[src/rtl/if_fetch.sv]
// Instruction-fetch stage: assembles a 32-bit instruction from four byte
// reads, presents it to IF/ID and handles EX branch redirects.
module if_fetch #(
    parameter int unsigned      ADDR_W   = 32,
    parameter int unsigned      INST_W   = 32,
    parameter int unsigned      STALL_W  = 6,
    parameter logic [ADDR_W-1:0] RESET_PC = '0
) (
    input  logic                clk,
    input  logic                rst,
    input  logic [STALL_W-1:0]  stall_state,
    input  logic                ex_b_flag_i,
    input  logic [ADDR_W-1:0]   ex_b_target_i,
    input  logic                mem_busy_i,
    input  logic [7:0]          mem_data_i,
    output logic                mem_rd_o,
    output logic [ADDR_W-1:0]   mem_addr_o,
    output logic                stallreq_if_o,
    output logic [ADDR_W-1:0]   if_pc,
    output logic [INST_W-1:0]   if_inst
);

    localparam int unsigned CNT_W = 3;
    localparam logic [CNT_W-1:0] BYTES = 3'd4;

    localparam logic [0:0] FETCH = 1'b0;
    localparam logic [0:0] READY = 1'b1;

    logic [0:0]        state, state_n;
    logic [ADDR_W-1:0] pc, pc_n;
    logic [CNT_W-1:0]  issue_cnt, issue_n;
    logic [CNT_W-1:0]  recv_cnt, recv_n;
    logic              inflight, inflight_n;
    logic [INST_W-1:0] inst_buf, inst_buf_n;

    // Only the PC-stage stall bit matters here.
    logic unused_stall;
    assign unused_stall = ^stall_state[STALL_W-1:1];

    // State and datapath registers.
    always_ff @(posedge clk) begin
        if (rst) begin
            state     <= FETCH;
            pc        <= RESET_PC;
            issue_cnt <= '0;
            recv_cnt  <= '0;
            inflight  <= 1'b0;
            inst_buf  <= '0;
        end else begin
            state     <= state_n;
            pc        <= pc_n;
            issue_cnt <= issue_n;
            recv_cnt  <= recv_n;
            inflight  <= inflight_n;
            inst_buf  <= inst_buf_n;
        end
    end

    // Next-state and output logic; a branch overrides everything else.
    always_comb begin
        state_n       = state;
        pc_n          = pc;
        issue_n       = issue_cnt;
        recv_n        = recv_cnt;
        inflight_n    = 1'b0;
        inst_buf_n    = inst_buf;
        mem_rd_o      = 1'b0;
        mem_addr_o    = pc + ADDR_W'(issue_cnt);
        stallreq_if_o = 1'b0;
        if_pc         = pc;
        if_inst       = '0;

        case (state)
            FETCH: begin
                stallreq_if_o = 1'b1;
                mem_rd_o      = (issue_cnt < BYTES) && !mem_busy_i && !ex_b_flag_i;
                if (mem_rd_o) begin
                    issue_n = issue_cnt + 3'd1;
                end
                inflight_n = mem_rd_o;
                // Byte issued last cycle lands little-endian at recv_cnt.
                if (inflight) begin
                    inst_buf_n[{recv_cnt[1:0], 3'b000} +: 8] = mem_data_i;
                    recv_n = recv_cnt + 3'd1;
                    if (recv_cnt == 3'd3) begin
                        state_n = READY;
                    end
                end
            end
            READY: begin
                if_inst = inst_buf;
                if (!stall_state[0]) begin
                    pc_n    = pc + ADDR_W'(4);
                    issue_n = '0;
                    recv_n  = '0;
                    state_n = FETCH;
                end
            end
            default: begin
                state_n = FETCH;
            end
        endcase

        // Redirect aborts any in-flight fetch; a late byte is dropped.
        if (ex_b_flag_i) begin
            pc_n       = ex_b_target_i;
            issue_n    = '0;
            recv_n     = '0;
            inflight_n = 1'b0;
            state_n    = FETCH;
        end

        // Quiet outputs while reset is held.
        if (rst) begin
            mem_rd_o      = 1'b0;
            stallreq_if_o = 1'b0;
            if_inst       = '0;
            if_pc         = RESET_PC;
        end
    end

endmodule

[config.mk]
export PLATFORM = sky130hd
export DESIGN_NAME = if_fetch
export DESIGN_NICKNAME = d
export VERILOG_FILES = /design/src/rtl/if_fetch.sv
export SDC_FILE = /design/constraint.sdc
export NUM_CORES = 1
export LEC_CHECK = 0
export ABC_AREA = 1
export ABC_CLOCK_PERIOD_IN_PS = 2100
export CAP_MARGIN = 20
export CORE_UTILIZATION = 44
export CTS_BUF_LIST = sky130_fd_sc_hd__clkbuf_4
export CTS_CLUSTER_SIZE = 20
export DETAILED_ROUTE_END_ITERATION = 12
export GPL_ROUTABILITY_DRIVEN = 1
export PLACE_DENSITY = 0.79
export SKIP_CTS_REPAIR_TIMING = 1
export SLEW_MARGIN = 30
export SYNTH_ARGS = -nofsm -noshare
export SYNTH_HDL_FRONTEND = slang
export SYNTH_SLANG_ARGS = --single-unit
[constraint.sdc]
create_clock -name clk -period 2.1 [get_ports clk]
set_input_delay 0.63 -clock clk [delete_from_list [all_inputs] [get_ports clk]]
set_output_delay 0.63 -clock clk [all_outputs]
set_load 0.05 [all_outputs]
# Word-level counts from Yosys, hierarchy flattened
# Cells that the tools add are included.
# W data, S select, Z words.
[word_totals]
regBits = 72
elab_cells = 50
[op_classes]
magnitude_cmp = 1
n_eq_ne = 5
n_shift = 2
n_reduce_logical = 10
mux = 20
bitwise_logic = 1
addsub = 5
[op_table]
columns = ["op", "count"]
rows = [
  ["$mux W32", 6],
  ["$add A32 B3 Y32", 1],
  ["$add A32 B3 Y32 const B", 1],
  ["$bwmux W32", 1],
  ["$shift A8 B7 Y32 const A", 1],
  ["$shiftx A8 B7 Y32", 1],
  ["$pmux W3 S2", 2],
  ["$mux W3", 3],
  ["$reduce_and A2 Y1", 4],
  ["$mux W1", 7],
  ["$neg A5 Y7", 1],
  ["$add A3 B1 Y3 const B", 2],
  ["$ne A2 B2 Y1 const B", 3],
  ["$eq A3 B2 Y1 const B", 1],
  ["$lt A3 B3 Y1 const B", 1],
  ["$logic_and A1 B1 Y1", 2],
  ["$logic_not A1 Y1", 2],
  ["$ne A2 B1 Y1 const B", 1],
  ["$pmux W1 S2", 1],
  ["$reduce_bool A2 Y1", 1],
  ["$reduce_or A2 Y1", 1],
  ["$not A1 Y1", 1],
]

# Longest topological paths before layout
[logic_depth]
depth_word = 5
depth_mapped = 10
ltp_nobuf = 10

# Worst setup path after synthesis
# OpenSTA, ideal clock, no wires.
[synth_path]
path_type = "register -> output"
startpoint = "register issue_cnt[0]"
endpoint = "output mem_addr_o[12]"
stages_incl_launch_ff = 9
path_buffers = 0
setup_slack_ns = -0.719
t_arrival_ns = 2.189
cell_sequence = "dfxtp_1 -> ha_1 -> fa_1 -> nand2_1 -> a21oi_4 -> nand3_1 -> nor2_1 -> nand2_1 -> xor2_1"
[synth_between]
elab_chain_cells = 1
[synth_lines]
columns = ["item", "line", "source"]
rows = [
  ["start: declaration", "31", "logic [CNT_W-1:0] issue_cnt, issue_n;"],
  ["start signal: assignment", "52", "issue_cnt <= issue_n;"],
  ["$add A32 B3 Y32", "68", "mem_addr_o = pc + ADDR_W'(issue_cnt);"],
  ["end: declaration", "17", "output logic [ADDR_W-1:0] mem_addr_o,"],
]
# No other way between the ends.

# Worst setup path after layout
[layout_path]
startpoint = "register pc[0]"
endpoint = "output mem_addr_o[18]"
[layout_between]
elab_chain_cells = 1
[layout_lines]
columns = ["item", "line", "source"]
rows = [
  ["start: declaration", "30", "logic [ADDR_W-1:0] pc, pc_n;"],
  ["start signal: assignment", "51", "pc <= pc_n;"],
  ["$add A32 B3 Y32", "68", ""],
]
# No other way between the ends.

==> key figures <==
Routing
  – Routed wire length: between 20000 and 25000 microns
  – WL/cell: about 20 microns
  – Detailed-route DRC error count: 0
  – Initial DRC Count: 693
  – DR vias/cell: 5.93
  – Vias: approximately 7000
  – DR pass1 iterations: 6
  – Post-route ant nets: 0

Setup path
  – CP Launch Point: pc[0]
  – Arr. time, crit path: 2.46 ns
  – CP required: 1.47 ns
  – CP peak stage delay: roughly 0.4 ns
  – Worst Setup Path Type: reg -> out
  – CP max stage cell: dfxtp_2
  – Worst path most repeated cell: buf_12
  – FF-to-FF Start: recv_cnt[0]
  – CP endpoint kind: output pin
  – Crit path max fanout: 4
  – Worst path bufs/invs: 2
  – Critical path startpoint category: flop
  – Worst path cell trace: ha_4 > fa_2 > nand2_2 > a21oi_4 > nand4_1 > nor2_4 > buf_12 > xor2_4 > buf_12
  – CP top delay family: simple AND/OR/NAND/NOR gates

Clock network
  – Clock transition at path regs: 0.15 ns
  – H-tree level count: 3
  – Clk_lat worst skew: 0.45 ns
  – CTS max path bufs: 2
  – Root buf cell: clkbuf_4
  – CTS tree: done
  – TritonCTS Buffers: 9
  – Clock Sinks: a little over 70

GRT
  – Largest net degree at the start of global routing: 40
  – Vias in the first global route: 6297
  – First-pass GRT wire length: a little over 30000 microns
  – GRT Residual Overflow: 0
  – Met2 usage: 0.605
  – Most crowded layer after global routing: met2
  – Total GRT Usage: 0.337
  – Initial antenna violation count: 0
  – GR met3 Demand/Resource: 0.0608
  – Grt met1 use: 0.390

Power and ir drop
  – Max IR drop VDD: about 0.40 mV
  – Leakage power figure: between 3 and 4 nW
  – Pwr/cell area: approximately 370 mW/mm^2
  – Power Total: 3.62 mW

Finish
  – Share of cells above drive strength 1: 0.420
  – Nets: between 1000 and 1500
  – Post-Layout Inst Area: approximately 0.0097 sq mm
  – Area grow syn2layout: 100%
  – Util after Layout: 0.922
  – Ant diodes: 0

Synthesis
  – Mapped Nets: 816
  – #FFs+latches synth: 72
  – Yosys warns: 0
  – Post-Syn Instances: 754
  – Post-synthesis async set-or-reset flop share: 0
  – Syn avg cell area: 6.42 sq um
  – Post-synth EDFFs: 0
  – Most numerous cell in the Yosys netlist: nand2_1
  – Post-synth top area share: 0.298
  – Top_reg_cell synth: dfxtp_1
  – Commonest cells post-synth: nand2_1, nor2_1, inv_1
  – Register area share after synthesis: 0.298
  – Mapped Area: 0.00484 sq mm
  – Dominant cells by area after synthesis: dfxtp_1, nand2_1, nor2_1
  – Post-synth top area cell: dfxtp_1
  – Synth cell types: 36

STA
  – Slew @ Worst Pin: ~0.57 ns
  – Final Cycle Share: 1.47
  – FMAX: 324 MHz
  – Fin. max-slew vios: 0
  – Rel. slew slack: 0.618
  – Final worst slack: -0.986 ns
  – RSZ-0062 raised after global routing: true
  – Final setup viols: 39
  – Final Hold Fails: 0
  – Final Critical Period: around 3 ns
  – Final Skew: around 0.034 ns
  – Fin Hold WS: ~0.52 ns

Placement
  – Final HPWL DP: approximately 15000 microns
  – Port Buffer Count: 142
  – Dpl ws: -0.423 ns
  – Dpl cell area: roughly 0.0090 sq mm
  – Placer Congestion: roughly 0.97

Floorplan
  – Die footprint: around 0.011 sq mm
  – Core ar.: ~0.011 sq mm
  – Starting Density: 0.461
  – Die W: around 110 microns
  – Chip height: ~110 microns
  – FP Rows: 37
  – I/O pin count: 148

Flow run
  – Number of max-cap violations: 0

Worst hold path
  – Hold crit path type: reg -> reg
  – HP Start: pc[0]

Run status
  – Status: finished, violations left
  – Violated checks: setup timing
worst register-to-register path, cell delays in order, from the launching register on:
cell and delay (ns):
dfxtp_2 0.44, inv_1 0.21, ha_1 0.38, inv_1 0.28, nand2_1 0.22, o41ai_1 0.48
power breakdown:
part | total (mW) | internal, mW | switching (mW)
clock network | 0.950 | 0.383 | 0.568
registers | 1.47 | 1.42 | 0.0538
logic | 1.20 | 0.530 | 0.669
total | 3.62 | 2.33 | 1.29
stage by stage:
step,setup TNS [ns],cells
detailed placement,-10.36,1113
floorplan,-15.54,754
global route,-26.08,1149
finish,-23.82,1149
global placement,-7.11,1113
CTS,-23.29,1129
layer usage:
metal | vias up | wire length [microns]
li1 | 2947 | -
met1 | 3166 | 7810
met2 | 543 | 11500
met3 | 159 | 2210
met4 | 0 | 1500
met5 | - | 0
layout make-up:
| type | count | area [sq um] |
|---|---|---|
| flip-flops and latches | 72 | 1470 |
| multi-input cells | 568 | 4120 |
| fillers | 386 | 815 |
| repair buffers | 275 | 3450 |
| repair inverters | 1 | 8.76 |
| well taps | 136 | 170 |
| clock inverters | 6 | 67.6 |
| inverters | 81 | 328 |
| clock buffers | 10 | 75.1 |
layout by cell type (no fill, tap or decap), drive strengths merged, types with 7 or more instances in the layout:
cell           instances
a31oi                  8
o21ai                 39
a211oi                 8
nand4                  8
nand2                185
nand3                 56
dfxtp                 72
clkdlybuf4s50         41
nor3                  11
nor2                 156
inv                   83
ha                    11
clkbuf                13
buf                  229
a21oi                 22
a41oi                  7
xor2                  38
worst paths after layout:
check	end	slack, ns	depth (start not counted)
setup / recovery	mem_addr_o[18]	-0.99	9
hold / removal	pc[0]	0.52	2
setup reg to reg	inst_buf[14]	-0.04	5
hold reg to reg	pc[0]	0.52	2
cells by family (layout without fill, tap and decap cells):
group                      after synthesis  after routing  share of synthesized area
buffers and inverters                  114            373                     0.0972
DFF                                     72             72                      0.298
adders and majority gates               12             12                     0.0326
AOI/OAI and AO/OA                       99             99                      0.125
xor gates and xnor gates                38             38                     0.0688
and+or+nand+nor                        419            419                      0.378
flip-flops by register name (all words and copies together), names as in the netlist:
signal	count
pc	32
recv_cnt	3
issue_cnt	3
state	1
inst_buf	32
inflight	1
No activity file was read; power rests on OpenSTA's default activity.
